## src/rtl/ctech_lib_rstb_gen.sv

```systemverilog
// Domain-root reset generator: async assert, synchronized + held deassert of rb_out,
// plus a req/ack soft-reset sequencer. All outputs come straight from flops cleared by rb.
module ctech_lib_rstb_gen #(
   parameter int unsigned SYNC_STAGES = 2,
   parameter int unsigned HOLD_CYCLES = 16
) (
   input  logic clk,
   input  logic rb,
   input  logic sw_rst_req,
   output logic rb_out,
   output logic sw_rst_ack,
   output logic rst_active
);

   localparam int unsigned CNT_W = $clog2(HOLD_CYCLES + 1);
   localparam logic [CNT_W-1:0] HOLD_LOAD = CNT_W'(HOLD_CYCLES);
   localparam logic [CNT_W-1:0] CNT_ONE   = CNT_W'(1);

   typedef enum logic [2:0] {
      ST_RESET = 3'd0,
      ST_SYNC  = 3'd1,
      ST_HOLD  = 3'd2,
      ST_RUN   = 3'd3,
      ST_SOFT  = 3'd4
   } state_t;

   state_t                 state;
   logic [SYNC_STAGES-1:0] sync_q;
   logic [CNT_W-1:0]       cnt;
   logic                   armed;

   // The hold is loaded on the edge where the last sync stage turns 1, so
   // rb_out rises after edge SYNC_STAGES+HOLD_CYCLES counted from release.
   always_ff @(posedge clk or negedge rb) begin
      if (!rb) begin
         state      <= ST_RESET;
         sync_q     <= '0;
         cnt        <= '0;
         armed      <= 1'b1;
         rb_out     <= 1'b0;
         sw_rst_ack <= 1'b0;
         rst_active <= 1'b1;
      end else begin
         sync_q     <= {sync_q[SYNC_STAGES-2:0], 1'b1};
         sw_rst_ack <= 1'b0;
         if (!sw_rst_req) begin
            armed <= 1'b1;
         end
         unique case (state)
            ST_RESET: begin
               state <= ST_SYNC;
            end
            ST_SYNC: begin
               if (sync_q[SYNC_STAGES-2]) begin
                  state <= ST_HOLD;
                  cnt   <= HOLD_LOAD;
               end
            end
            ST_HOLD: begin
               cnt <= cnt - CNT_ONE;
               if (cnt == CNT_ONE) begin
                  state      <= ST_RUN;
                  rb_out     <= 1'b1;
                  rst_active <= 1'b0;
               end
            end
            ST_RUN: begin
               // armed blocks a request still held high after its ack
               if (sw_rst_req && armed) begin
                  state      <= ST_SOFT;
                  rb_out     <= 1'b0;
                  rst_active <= 1'b1;
                  cnt        <= HOLD_LOAD;
                  armed      <= 1'b0;
               end
            end
            ST_SOFT: begin
               cnt <= cnt - CNT_ONE;
               if (cnt == CNT_ONE) begin
                  state      <= ST_RUN;
                  rb_out     <= 1'b1;
                  rst_active <= 1'b0;
                  sw_rst_ack <= 1'b1;
               end
            end
            default: begin
               state      <= ST_RESET;
               rb_out     <= 1'b0;
               rst_active <= 1'b1;
            end
         endcase
      end
   end

endmodule

```

## config.mk

```make
export PLATFORM = sky130hd
export DESIGN_NAME = ctech_lib_rstb_gen
export DESIGN_NICKNAME = d
export VERILOG_FILES = /design/src/rtl/ctech_lib_rstb_gen.sv
export SDC_FILE = /design/constraint.sdc
export NUM_CORES = 1
export LEC_CHECK = 0
export CAP_MARGIN = 20
export CORE_MARGIN = 4
export CORE_UTILIZATION = 40
export CTS_CLUSTER_SIZE = 25
export DETAILED_ROUTE_END_ITERATION = 12
export PLACE_DENSITY = 0.58
export REMOVE_ABC_BUFFERS = 1
export SYNTH_ARGS = -nofsm -noshare
export SYNTH_HDL_FRONTEND = slang
export SYNTH_SLANG_ARGS = --single-unit
```

## constraint.sdc

```tcl
create_clock -name clk -period 4 [get_ports clk]
set_input_delay 0.6 -clock clk [delete_from_list [all_inputs] [get_ports clk]]
set_output_delay 0.6 -clock clk [all_outputs]
set_load 0.005 [all_outputs]
```

==> impl_metrics.ini <==
[run_status]
outcome = completed

[setup_path]
path_max_fanout = 4
cp_num_buf_inv = 1
worstReg2RegStart = cnt[1]
critPathArrivalTime_ns = 1.33
r2r_end = state[0]
rrSetupSlack_ns = 2.46
crit_path_end_kind = output port
cp_top_family = flip-flops
crit_path_start_kind = flip-flop
worstPathCellList = clkdlybuf4s50_1
critical_path_class = flip-flop to output port
slowest_stage = dfstp_2
max_stage_delay_ns = 0.56
reg2regPathDepth = 5
required_ns = 3.40

[grt]
grt_remaining_overflow = 0
grt_pass1_wl_mm = 1.994
antenna_found_initial = 0
grt_max_degree = 16
grt_pass1_vias = 454
grtUsageTotal = 0.1108

[clock_network]
clockBufferDepth = 2
cts.root.buffer_cell = clkbuf_4
cts.clk_slew.worst_paths_ns = 0.08
cts_hold_buf = 0
htreeDepth = 1
cts_tree = done
ctsResizeCount = 0
clk_latency_ns = 0.27
postCtsSetupBuffers = 0
cts-buffers-inserted = 3
cts.sinks = 13

[die]
dieArea_mm2 = 0.002471
coreArea_mm2 = 0.001577
io_pins = 6
die_w_um = 49.71
rows = 14
start_util = 0.4413
die_h_um = 49.71

[sta]
worst_slew_pin_slew_ns = 0.6106
finalWorstSetupSlack_ns = 2.070
min_period_ns = 1.930
finalMaxSlewViolations = 0
slew_headroom = 0.5919
hold_violations = 0
post-route-period-util = 0.4825
worst_clock_skew_ns = 0.0002469
max_freq_ghz = 0.5181
hold_slack_ns = 0.4728
setup_tns_ns = 0
rsz0062_at_grt = no
report.final.setup_viol = 0

[pwr]
pwr-share-seq = 0.433
power-per-cell-area_mw_per_mm2 = 770.0
ir_drop_v = 0.0003622
switching_power_w = 0.0002340
p_int_w = 0.0003662
power_leakage_nw = 0.3425
power_w = 0.0006002
p_sw_frac = 0.3899
clkPwrFrac = 0.134
combPwrFrac = 0.433

[placement]
port_buffers = 5
dp_slack_ns = 2.175
hpwl_um = 813
gp_congestion = 0.6912

[yosys]
synth-edff-count = 0
synth_cell_types = 34
synth.avg_cell_area_um2 = 10.08
synth_ff_type = dfrtp_1
yosysWarnings = 0
syn_area_um2 = 695.7
seq_area_frac_synth = 0.4712
ys_ff_latch = 13
syn_inst = 69
synthArstFlopShare = 1.000

[finish]
nets = 81
drive_gt1_frac = 0.09333
fin_util = 0.4944
syn_to_final_growth_pct = 12.05
diodes = 0

[hold_path]
hp-start = armed
hold_end = armed
hold_depth = 2
min_path_type = flip-flop to flip-flop

[flow_run]
max_cap_violations = 0

[detailed_routing]
antenna_left = 0
wl_per_cell_um = 12.67
num_vias = 518
drc = 0
dr.pass1.iters = 4
post_drt_via_cell_ratio = 5.692
routed_wl_mm = 1.153
drtIter0Drc = 7
## through the flow
| stage | cell area, um2 | cells |
|---|---|---|
| floorplan | 683.2 | 66 |
| global placement | 753.2 | 87 |
| detailed placement | 753.2 | 87 |
| CTS | 779.5 | 91 |
| global route | 779.5 | 91 |
| finish | 779.5 | 91 |
## cell families (layout without fill, tap and decap cells)
kind of cell,after synthesis,count (layout),synth area share
flops,13,13,0.4712
xor+xnor,3,3,0.03778
fa+ha+maj,2,2,0.03597
buf+inv,7,13,0.03956
other cells,1,1,0.005391
mux,1,1,0.01619
compound gates,15,15,0.1529
simple gates,27,27,0.2410
## power by group through the flow
stage,logic (W),registers [W],clock network (W)
2_1_floorplan,0.000211,0.000246,0
3_3_place_gp,0.000260,0.000264,0
3_5_place_dp,0.000261,0.000263,0
4_1_cts,0.000262,0.000261,0.0000828
5_1_grt,0.000297,0.000275,0.0000901
6_report,0.000260,0.000260,0.0000803
## synthesized netlist by cell type (2+ instances only)
| cell type | count | area [um2] |
|---|---|---|
| dfrtp_1 | 11 | 275.3 |
| nand2_1 | 5 | 18.77 |
| inv_1 | 4 | 15.01 |
| nor2_1 | 4 | 15.01 |
| a21oi_1 | 3 | 15.01 |
| nor2b_1 | 3 | 18.77 |
| nor3b_1 | 3 | 22.52 |
| clkbuf_1 | 2 | 7.510 |
| dfstp_2 | 2 | 52.55 |
| ha_1 | 2 | 25.02 |
| nand2b_1 | 2 | 12.51 |
| nand3b_1 | 2 | 15.01 |
| nor3_1 | 2 | 10.01 |
| o22ai_1 | 2 | 12.51 |
| o31ai_1 | 2 | 15.01 |
| xnor2_1 | 2 | 17.52 |
## layout by cell type (no fill, tap or decap), drive strengths merged, types with 2 or more instances in the layout
cell / synthesis / routed
a21oi: 3 / 3
nor3b: 3 / 3
nor4b: 2 / 2
o31ai: 2 / 2
nor2: 4 / 4
clkdlybuf4s50: 0 / 5
inv: 4 / 4
dfrtp: 11 / 11
nor2b: 3 / 3
nand2: 5 / 5
o22ai: 2 / 2
ha: 2 / 2
nand3b: 2 / 2
xnor2: 2 / 2
clkbuf: 2 / 4
nand2b: 2 / 2
nor3: 2 / 2
dfstp: 2 / 2
## cell type report
type                    count  area, um2
fillers                   148      797.0
flip-flops and latches     13      327.8
multi-input cells          49      340.3
well taps                  16      20.02
repair buffers              5      50.05
clock buffers               4      26.28
inverters                   4      15.01
## routing by layer
layer	vias to the layer above	GRT usage	part of all wire
li1	257	-	-
met1	250	0.1402	0.53
met2	9	0.1520	0.39
met3	2	0.06627	0.064
met4	0	0.04147	0.014
met5	-	0	0
## worst max path at each step
stage,endpoint,slack [ns],startpoint,cells after the start
6_report,rst_active,2.07,rst_active,1
3_3_place_gp,cnt[2],2.18,sw_rst_req,4
5_1_grt,rst_active,2.03,rst_active,1
2_1_floorplan,cnt[2],2.66,state[1],3
4_1_cts,rst_active,2.06,rst_active,1
3_5_place_dp,cnt[2],2.18,sw_rst_req,4
## sequential cells by signal (all words and copies together) (netlist names)
signal and cells:
cnt 5, state 3, armed 1, rb_out 1
rst_active 1, sw_rst_ack 1, sync_q 1
Note: power is estimated with default switching activity, not from simulation.
